==> config.mk <==
export PLATFORM = sky130hd
export DESIGN_NAME = hazard_sequencer_flat
export DESIGN_NICKNAME = d
export VERILOG_FILES = /design/src/rtl/mips_ctrl_pkg.sv /design/src/rtl/hazard_sequencer_if.sv /design/src/rtl/hazard_sequencer_bubble.sv /design/src/rtl/hazard_sequencer.sv /design/src/flat_wrapper.sv
export SDC_FILE = /design/constraint.sdc
export NUM_CORES = 1
export LEC_CHECK = 0
export ABC_AREA = 1
export CAP_MARGIN = 25
export CORE_UTILIZATION = 42
export CTS_CLUSTER_DIAMETER = 100
export DETAILED_ROUTE_END_ITERATION = 8
export PLACE_DENSITY = 0.76
export SLEW_MARGIN = 20
export SYNTH_ARGS = -nofsm -noshare
export SYNTH_HDL_FRONTEND = slang
export SYNTH_SLANG_ARGS = --single-unit
export TNS_END_PERCENT = 50
==> constraint.sdc <==
create_clock -name clk -period 1.7 [get_ports clk]
set_clock_uncertainty 0.05 [all_clocks]
set_input_delay 0.255 -clock clk [delete_from_list [all_inputs] [get_ports clk]]
set_output_delay 0.255 -clock clk [all_outputs]
set_load 0.005 [all_outputs]
==> src/rtl/mips_ctrl_pkg.sv <==
// Shared MIPS control definitions: opcode encodings, hazard sequencer state, widths.
package mips_ctrl_pkg;

  localparam int unsigned OP_W     = 6;
  localparam int unsigned REG_W    = 5;
  localparam int unsigned HS_CNT_W = 4;

  localparam logic [OP_W-1:0] OP_HLT       = 6'b010001;
  localparam logic [OP_W-1:0] OP_LD        = 6'b010100;
  localparam logic [OP_W-1:0] OP_JUMP_MASK = 6'b111100;
  localparam logic [OP_W-1:0] OP_JUMP_VAL  = 6'b011100;

  typedef enum logic [1:0] {
    HS_RUN  = 2'd0,
    HS_LD   = 2'd1,
    HS_JMP  = 2'd2,
    HS_HALT = 2'd3
  } hs_state_t;

  // Jump family ignores the two low opcode bits.
  function automatic logic is_jump(input logic [OP_W-1:0] op);
    return (op & OP_JUMP_MASK) == OP_JUMP_VAL;
  endfunction

endpackage

==> src/rtl/hazard_sequencer_if.sv <==
// IF/ID-side hazard bus: decoded instruction fields in, stall controls out.
interface hazard_sequencer_if;
  import mips_ctrl_pkg::*;

  logic [OP_W-1:0]  op;
  logic [REG_W-1:0] rs;
  logic [REG_W-1:0] rt;
  logic             resume;
  logic             stall;
  logic             stall_pm;
  logic             halted;
  logic             busy;

  modport master (output op, rs, rt, resume, input stall, stall_pm, halted, busy);
  modport slave  (input op, rs, rt, resume, output stall, stall_pm, halted, busy);

endinterface

==> src/rtl/hazard_sequencer_bubble.sv <==
// Loadable down counter that tracks the remaining bubble cycles.
module bubble_counter
  import mips_ctrl_pkg::*;
(
  input  logic                clk,
  input  logic                reset,
  input  logic                load,
  input  logic [HS_CNT_W-1:0] load_val,
  input  logic                dec,
  output logic [HS_CNT_W-1:0] cnt,
  output logic                zero_c
);

  // Load has priority over decrement; the count saturates at zero.
  always_ff @(posedge clk or negedge reset) begin
    if (!reset) begin
      cnt <= '0;
    end else if (load) begin
      cnt <= load_val;
    end else if (dec && (cnt != '0)) begin
      cnt <= cnt - HS_CNT_W'(1);
    end
  end

  assign zero_c = (cnt == '0);

endmodule

==> src/rtl/hazard_sequencer.sv <==
// Hazard sequencer: inserts halt, jump and load bubbles for the instruction in IF/ID.
// Optional feature: define HAZARD_SEQ_LOAD_USE_EN to stall only true load-use
// dependencies instead of every load.
module hazard_sequencer
  import mips_ctrl_pkg::*;
#(
  parameter int unsigned JUMP_BUBBLES = 2,
  parameter int unsigned LOAD_BUBBLES = 1
)(
  input  logic              clk,
  input  logic              reset,
  hazard_sequencer_if.slave bus
);

  localparam logic [HS_CNT_W-1:0] JUMP_RELOAD = HS_CNT_W'(JUMP_BUBBLES - 1);
  localparam logic [HS_CNT_W-1:0] LOAD_RELOAD = HS_CNT_W'(LOAD_BUBBLES - 1);

`ifdef HAZARD_SEQ_LOAD_USE_EN
  // A load-use stall leaves the consumer to be decoded normally afterwards.
  localparam logic LD_EXIT_SERVICED = 1'b0;
`else
  localparam logic LD_EXIT_SERVICED = 1'b1;
`endif

  hs_state_t           state;
  hs_state_t           state_n;
  logic                serviced;
  logic                serviced_n;
  logic                stall_c;
  logic                busy_c;
  logic                stall_pm_q;
  logic                halted_q;
  logic                cnt_load;
  logic                cnt_dec;
  logic [HS_CNT_W-1:0] cnt_val;
  logic [HS_CNT_W-1:0] cnt;
  logic                cnt_zero_c;
  logic                op_hlt_c;
  logic                op_jump_c;
  logic                op_ld_c;
  logic                ld_hit_c;

  assign op_hlt_c  = (bus.op == OP_HLT);
  assign op_jump_c = is_jump(bus.op);
  assign op_ld_c   = (bus.op == OP_LD);

`ifdef HAZARD_SEQ_LOAD_USE_EN
  logic             ld_pending;
  logic             ld_pending_n;
  logic [REG_W-1:0] ld_dst;
  logic [REG_W-1:0] ld_dst_n;
  logic             ld_set_c;

  // Consumer check only applies to a fresh (non-serviced) RUN decode.
  assign ld_hit_c = (state == HS_RUN) && !serviced && ld_pending &&
                    (ld_dst != '0) && ((bus.rs == ld_dst) || (bus.rt == ld_dst));
`else
  logic unused_operands;

  assign ld_hit_c        = 1'b0;
  assign unused_operands = ^{bus.rs, bus.rt};
`endif

  bubble_counter u_bubble_counter (
    .clk      (clk),
    .reset    (reset),
    .load     (cnt_load),
    .load_val (cnt_val),
    .dec      (cnt_dec),
    .cnt      (cnt),
    .zero_c   (cnt_zero_c)
  );

  // Next-state and stall decode; the triggering cycle is the first bubble.
  always_comb begin
    state_n    = state;
    serviced_n = 1'b0;
    stall_c    = 1'b0;
    cnt_load   = 1'b0;
    cnt_val    = '0;
    cnt_dec    = 1'b0;
`ifdef HAZARD_SEQ_LOAD_USE_EN
    ld_set_c   = 1'b0;
`endif
    unique case (state)
      HS_RUN: begin
        if (!serviced) begin
          if (ld_hit_c) begin
            stall_c = 1'b1;
            if (LOAD_BUBBLES > 1) begin
              state_n  = HS_LD;
              cnt_load = 1'b1;
              cnt_val  = LOAD_RELOAD;
            end
          end else if (op_hlt_c) begin
            stall_c = 1'b1;
            state_n = HS_HALT;
          end else if (op_jump_c) begin
            stall_c = 1'b1;
            if (JUMP_BUBBLES > 1) begin
              state_n  = HS_JMP;
              cnt_load = 1'b1;
              cnt_val  = JUMP_RELOAD;
            end else begin
              serviced_n = 1'b1;
            end
          end else if (op_ld_c) begin
`ifdef HAZARD_SEQ_LOAD_USE_EN
            ld_set_c = 1'b1;
`else
            stall_c = 1'b1;
            if (LOAD_BUBBLES > 1) begin
              state_n  = HS_LD;
              cnt_load = 1'b1;
              cnt_val  = LOAD_RELOAD;
            end else begin
              serviced_n = 1'b1;
            end
`endif
          end
        end
      end
      HS_LD, HS_JMP: begin
        stall_c = !cnt_zero_c;
        cnt_dec = 1'b1;
        if (cnt <= HS_CNT_W'(1)) begin
          state_n    = HS_RUN;
          serviced_n = (state == HS_JMP) || LD_EXIT_SERVICED;
        end
      end
      HS_HALT: begin
        stall_c = 1'b1;
        if (bus.resume) begin
          state_n    = HS_RUN;
          serviced_n = 1'b1;
        end
      end
      default: state_n = HS_RUN;
    endcase
  end

  // Sequencer state and registered stall/halt outputs.
  always_ff @(posedge clk or negedge reset) begin
    if (!reset) begin
      state      <= HS_RUN;
      serviced   <= 1'b0;
      stall_pm_q <= 1'b0;
      halted_q   <= 1'b0;
    end else begin
      state      <= state_n;
      serviced   <= serviced_n;
      stall_pm_q <= stall_c;
      halted_q   <= (state_n == HS_HALT);
    end
  end

`ifdef HAZARD_SEQ_LOAD_USE_EN
  // Pending load lives one decode cycle; stalled cycles keep it alive.
  always_comb begin
    ld_pending_n = ld_pending;
    ld_dst_n     = ld_dst;
    if (ld_hit_c) begin
      ld_pending_n = 1'b0;
    end else if (ld_set_c) begin
      ld_pending_n = 1'b1;
      ld_dst_n     = bus.rt;
    end else if (!stall_c) begin
      ld_pending_n = 1'b0;
    end
  end

  // Pending load destination register.
  always_ff @(posedge clk or negedge reset) begin
    if (!reset) begin
      ld_pending <= 1'b0;
      ld_dst     <= '0;
    end else begin
      ld_pending <= ld_pending_n;
      ld_dst     <= ld_dst_n;
    end
  end
`endif

  assign busy_c       = (state == HS_LD) || (state == HS_JMP);
  assign bus.stall    = stall_c;
  assign bus.busy     = busy_c;
  assign bus.stall_pm = stall_pm_q;
  assign bus.halted   = halted_q;

endmodule

==> src/flat_wrapper.sv <==
// flat-port wrapper written by rule: the top's interface ports become plain ports
module hazard_sequencer_flat import mips_ctrl_pkg::*;
#(
  parameter int unsigned JUMP_BUBBLES = 2,
  parameter int unsigned LOAD_BUBBLES = 1
)
  (clk, reset, bus_op, bus_rs, bus_rt, bus_resume, bus_stall, bus_stall_pm, bus_halted, bus_busy);
  hazard_sequencer_if bus_i ();
  input  logic clk;
  input  logic reset;
  input wire logic [$bits(bus_i.op)-1:0] bus_op;
  input wire logic [$bits(bus_i.rs)-1:0] bus_rs;
  input wire logic [$bits(bus_i.rt)-1:0] bus_rt;
  input wire logic [$bits(bus_i.resume)-1:0] bus_resume;
  output wire logic [$bits(bus_i.stall)-1:0] bus_stall;
  output wire logic [$bits(bus_i.stall_pm)-1:0] bus_stall_pm;
  output wire logic [$bits(bus_i.halted)-1:0] bus_halted;
  output wire logic [$bits(bus_i.busy)-1:0] bus_busy;
  assign bus_i.op = bus_op;
  assign bus_i.rs = bus_rs;
  assign bus_i.rt = bus_rt;
  assign bus_i.resume = bus_resume;
  assign bus_stall = bus_i.stall;
  assign bus_stall_pm = bus_i.stall_pm;
  assign bus_halted = bus_i.halted;
  assign bus_busy = bus_i.busy;
  hazard_sequencer #(.JUMP_BUBBLES(JUMP_BUBBLES), .LOAD_BUBBLES(LOAD_BUBBLES)) u_core (.clk(clk), .reset(reset), .bus(bus_i));
endmodule
# Word level (Yosys, flattened, before mapping)
# Cells that the tools add are included.
[op_classes]
add_sub_neg = 1
magnitude_cmp = 1
n_eq_ne = 7
n_reduce_logical = 8
muxes = 28
[op_table]
columns = ["operator", "n"]
rows = [
  ["2-to-1 mux 4 bit", 5],
  ["2-to-1 mux 1 bit", 15],
  ["== test 6 x 5 -> 1 bit (second input constant)", 2],
  ["2-to-1 mux 2 bit", 5],
  ["== test 2 bit (second input constant)", 3],
  ["case mux 1 bit (3 select lines)", 2],
  ["case mux 2 bit (3 select lines)", 1],
  ["== test 4 x 3 -> 1 bit (second input constant)", 1],
  ["<= comparator 4 x 1 -> 1 bit (second input constant)", 1],
  ["logical NOT 4 bit", 1],
  ["nonzero test 4 bit", 1],
  ["subtractor 4 x 1 -> 4 bit (second input constant)", 1],
  ["== test 2 x 1 -> 1 bit (second input constant)", 1],
  ["logical NOT 2 bit", 1],
  ["nonzero test 2 bit", 1],
  ["OR reduction 2 bit", 1],
  ["logical AND 1 bit", 1],
  ["logical NOT 1 bit", 1],
  ["logical OR 1 bit", 1],
]
[totals]
elab_cells = 50
input_bits = 19
reg_bits = 9

# Depth between registers and ports, before layout
[depth]
word_depth = 6
mapped_depth = 9

# Hierarchy
# Synthesis repeated with hierarchy kept, for this count alone.
[hier_totals]
hier_cells = 98
hier_area_um2 = 663.1
[by_module_without_submodules]
columns = ["module", "cells_each", "area_each_um2", "seq_area_each_um2", "instances"]
rows = [
  ["hazard_sequencer", 52, 367.9, 125.1, 1],
  ["bubble_counter", 46, 295.3, 100.1, 1],
]

# Least setup slack after synthesis
# OpenSTA, ideal clock, no wires.
[synth_path]
kind = "flip-flop to output port"
from = "reg u_core.state[0]"
to = "out bus_stall"
setup_slack_ns = 0.223
n_path_buf = 0
t_arrival_ns = 1.172
stages_incl_launch_ff = 7
path_cell_list = "dfrtp_1 > inv_1 > ha_1 > nand2_4 > inv_2 > o21ai_2 > nand4_1"
[synth_via]
elab_chain_len = 3
[synth_lines]
columns = ["element", "line_no", "rtl"]
rows = [
  ["from (decl)", "hazard_sequencer.sv:25", "hs_state_t state;"],
  ["from (signal assigned)", "hazard_sequencer.sv:150", "state <= state_n;"],
  ["== test 2 x 1 -> 1 bit or == test 2 bit (tied branches)", "n/a", ""],
  ["OR reduction 2 bit", "hazard_sequencer.sv:85", "unique case (state)"],
  ["case mux 1 bit (3 select lines) (*)", "hazard_sequencer.sv:85", ""],
  ["to (decl)", "flat_wrapper.sv:15", "output wire logic [$bits(bus_i.stall)-1:0] bus_stall;"],
]
# Mark *: on every way between the ends. The rest lies on a longest branch, timed or not.

# Worst setup path after layout
# Ends and elaborated chain as after synthesis.

==> qor.csv <==
stage,metric,value,unit
status,run status,"complete, but fails checks",
status,failing checks,negative setup slack,
clock_tree,Worst-path clk slew,0.06,ns
yosys,ranking of synthesized cells by area,"dfrtp_1 36%, ha_1 10%, nand2_1 9.1%, inv_1 8.5%, nand3_1 8.1%",
finish,Area growth syn-to-layout,46.8,%
flow_run,max cap viols,0,
finish,Final nets,135,
placed_design,Port Buffers,12,
global_route,vias in the first global route,537,
global_route,global-route wire length before repair,2080,um
finish,fraction of layout cells with a size suffix above 1,38.2,%
yosys,Synth top area share,36.3,%
placed_design,post-DP HPWL,1120,um
timing,worst slew pin tran,0.409,ns
drt,DR vias/cell,4.65,
yosys,Unique masters post-synth,17,
power,Power Density,1460,nW/um^2
power,combinational power share,63.1,%
power,NetSw,539,uW
clock_tree,CTS Buf Count,3,
power,sw frac,40.5,%
yosys,multiplexer share of the synthesized area,0,%
drt,Antenna Violating Nets Remaining,0,
floorplan,core area,1330,sq um
setup_path,critical path endpoint category,output port,
floorplan,Top Ports,23,
global_route,initial antenna violation count,0,
global_route,grt total ovfl,0,
timing,RSZ-0062 raised after global routing,yes,
drt,final wirelength,1290,um
floorplan,# rows,13,
yosys,Synth Warn #,0,
setup_path,WS Path Type,reg -> out,
timing,Max Clk Rate,579,MHz
yosys,"EDFF count, synth",0,
setup_path,Worst EP required,1.39,ns
clock_tree,clk sinks,9,
clock_tree,later-pin clock latency in the skew report,0.26,ns
yosys,Most used DFF post-synth,dfrtp_1,
worst_hold_path,Worst Hold Class,in -> async,
finish,Layout fillers,107,
yosys,Mean Syn Cell Area,7.86,sq um
yosys,most frequent cells after synthesis,"15 x nand2_1, 14 x inv_1, 10 x nand3_1, 9 x dfrtp_1, 5 x ha_1",
yosys,largest family of logic cells by synthesized area,simple AND/OR/NAND/NOR gates,
power,Leak,0.000484,uW
yosys,Synth Area in Adders,10.1,%
floorplan,Die X-Extent,40.4,um
floorplan,die area,1640,sq um
timing,Relative slew margins,72.6,%
timing,"Hold Vio Cnt, Final",0,
yosys,Post-Syn Instances,79,
drt,via count,581,
setup_path,critical path arrival,1.42,ns
yosys,post-synthesis xor/xnor area fraction,0,%
yosys,Synthesized Nets,103,
finish,Post-Route Utilization,68.3,%
clock_tree,CTS H-tree lvls,1,
clock_tree,CTS max path bufs,2,
clock_tree,root buffer cell,clkbuf_4,
clock_tree,"Hold-fix buffers, CTS",0,
timing,fin crit period,1.73,ns
global_route,Overall Global Routing Usage,19.4,%
setup_path,crit-path max FO,3,
yosys,Synth Cell Area,621,sq um
drt,Residual DRC,0,
drt,DRT Pass-1 Iters,2,
yosys,post-synthesis compound-gate area fraction,5.85,%
power,clock share of power,12.1,%
drt,post-DR wirelength/cell,10.3,um
yosys,register area share after synthesis,36.3,%
timing,Final period util,102,%
power,sequential power share,24.8,%
timing,setup ws final,-0.0276,ns
setup_path,Worst Setup Start Kind,register,
finish,ANT cells,0,
yosys,top-count cell post-synth,nand2_1,
floorplan,die height,40.4,um
power,P_int,792,uW
placed_design,gp weighted congestion,0.798,
yosys,largest area contributor in the netlist,dfrtp_1,
yosys,Post-Synth Simple-Gate Area,37.5,%
timing,Fin Setup TNS,-0.0276,ns
timing,fin. max-slew vios,0,
timing,Final setup viols,1,
global_route,largest net degree at the start of global routing,10,
drt,Iteration-0 DRC Markers,2,
yosys,post-synthesis register bit count,9,
floorplan,Initial Util,46.5,%
power,Peak VDD IR,0.000738,V
timing,final hold slack,0.238,ns
yosys,Post-synth ARST share,100,%
clock_tree,CTS tree,yes,
logic make-up (layout without fill, tap and decap cells):
| logic type | after synthesis | in the layout |
|---|---|---|
| buffers and inverters | 17 | 48 |
| AND/OR/NAND/NOR | 43 | 43 |
| AO/OA/AOI/OAI | 5 | 5 |
| adder cells (fa/ha/maj) | 5 | 5 |
| flip-flops | 9 | 9 |
worst paths after layout:
kind | start | cells past startpoint | endpoint | slack (ns)
hold / removal | reset | 1 | u_core.bus.halted$_DFF_PN0_ | 0.24
setup reg to reg | u_core.u_bubble_counter.cnt[0]$_DFFE_PN0P_ | 10 | u_core.bus.halted$_DFF_PN0_ | 0.23
max in group asynchronous | reset | 1 | u_core.u_bubble_counter.cnt[0]$_DFFE_PN0P_ | 1.07
hold reg to reg | u_core.state[1]$_DFF_PN0_ | 3 | u_core.state[1]$_DFF_PN0_ | 0.57
setup / recovery | u_core.state[0]$_DFF_PN0_ | 8 | bus_stall | -0.03
min in group clk | u_core.state[1]$_DFF_PN0_ | 3 | u_core.state[1]$_DFF_PN0_ | 0.57
per-stage QoR:
stage          instance area (sq um)  total power [uW]  cells  worst slack [ns]
3_5_place_dp                     865              1120    120            -0.311
6_report                         911              1330    125           -0.0276
5_1_grt                          911              1460    125            -0.124
2_1_floorplan                    621               766     79             0.223
3_3_place_gp                     865              1090    120            -0.271
4_1_cts                          903              1300    124            -0.127
layout make-up:
| type | instances | area [sq um] | share of cell area (%) |
|---|---|---|---|
| repair buffers | 27 | 226 | 24.9 |
| well taps | 15 | 18.8 | 2.06 |
| flip-flops and latches | 9 | 225 | 24.7 |
| clock buffers | 3 | 22.5 | 2.47 |
| clock inverters | 1 | 5.00 | 0.549 |
| inverters | 17 | 66.3 | 7.28 |
| multi-input cells | 53 | 347 | 38.0 |
sequential cells by signal, summed over array words and instances, names as in the netlist:
signal	cells
u_core.bus.halted	1
u_core.u_bubble_counter.cnt	4
u_core.bus.stall_pm	1
u_core.serviced	1
u_core.state	2
layout by cell type (no fill, tap or decap), drive strengths merged, types with 2 or more instances in the layout:
cell	instances
ha	5
a21oi	2
inv	17
nand2	20
clkdlybuf4s50	10
o21ai	3
buf	16
nand3	11
dfrtp	9
nand4	2
clkbuf	3
nor3	2
nor2	8
timing repair:
item                       4_1_cts  5_1_grt
pin swaps                        2        3
hold endpoints to repair         0        0
cloned                           0        0
buffers inserted                 0        1
gates resized for setup          5        7
setup endpoints to repair        2        2
worst max-delay path: stages (launching register included):
cell and delay [ns]:
dfrtp_1 0.38, inv_2 0.08, ha_4 0.14, inv_4 0.04, nor2_4 0.11, buf_4 0.13, nand3_4 0.07, nand4_1 0.10
buf_2 0.13
power groups by stage:
stage	Clock, uW	Combinational [uW]	Sequential, uW
final	162	840	329
after CTS	171	809	324
after floorplan	0	437	329
after detailed placement	0	795	328
after global routing	181	942	337
after global placement	0	765	322
per-layer routing:
metal | share of wire [%] | global-route usage (%) | vias up
met5 | 0 | 0 | -
met4 | 0.93 | 5.00 | 0
met3 | 3.3 | 3.33 | 2
met2 | 51 | 35.7 | 8
met1 | 45 | 22.9 | 261
li1 | - | - | 310
Note: power is estimated with default switching activity, not from simulation.
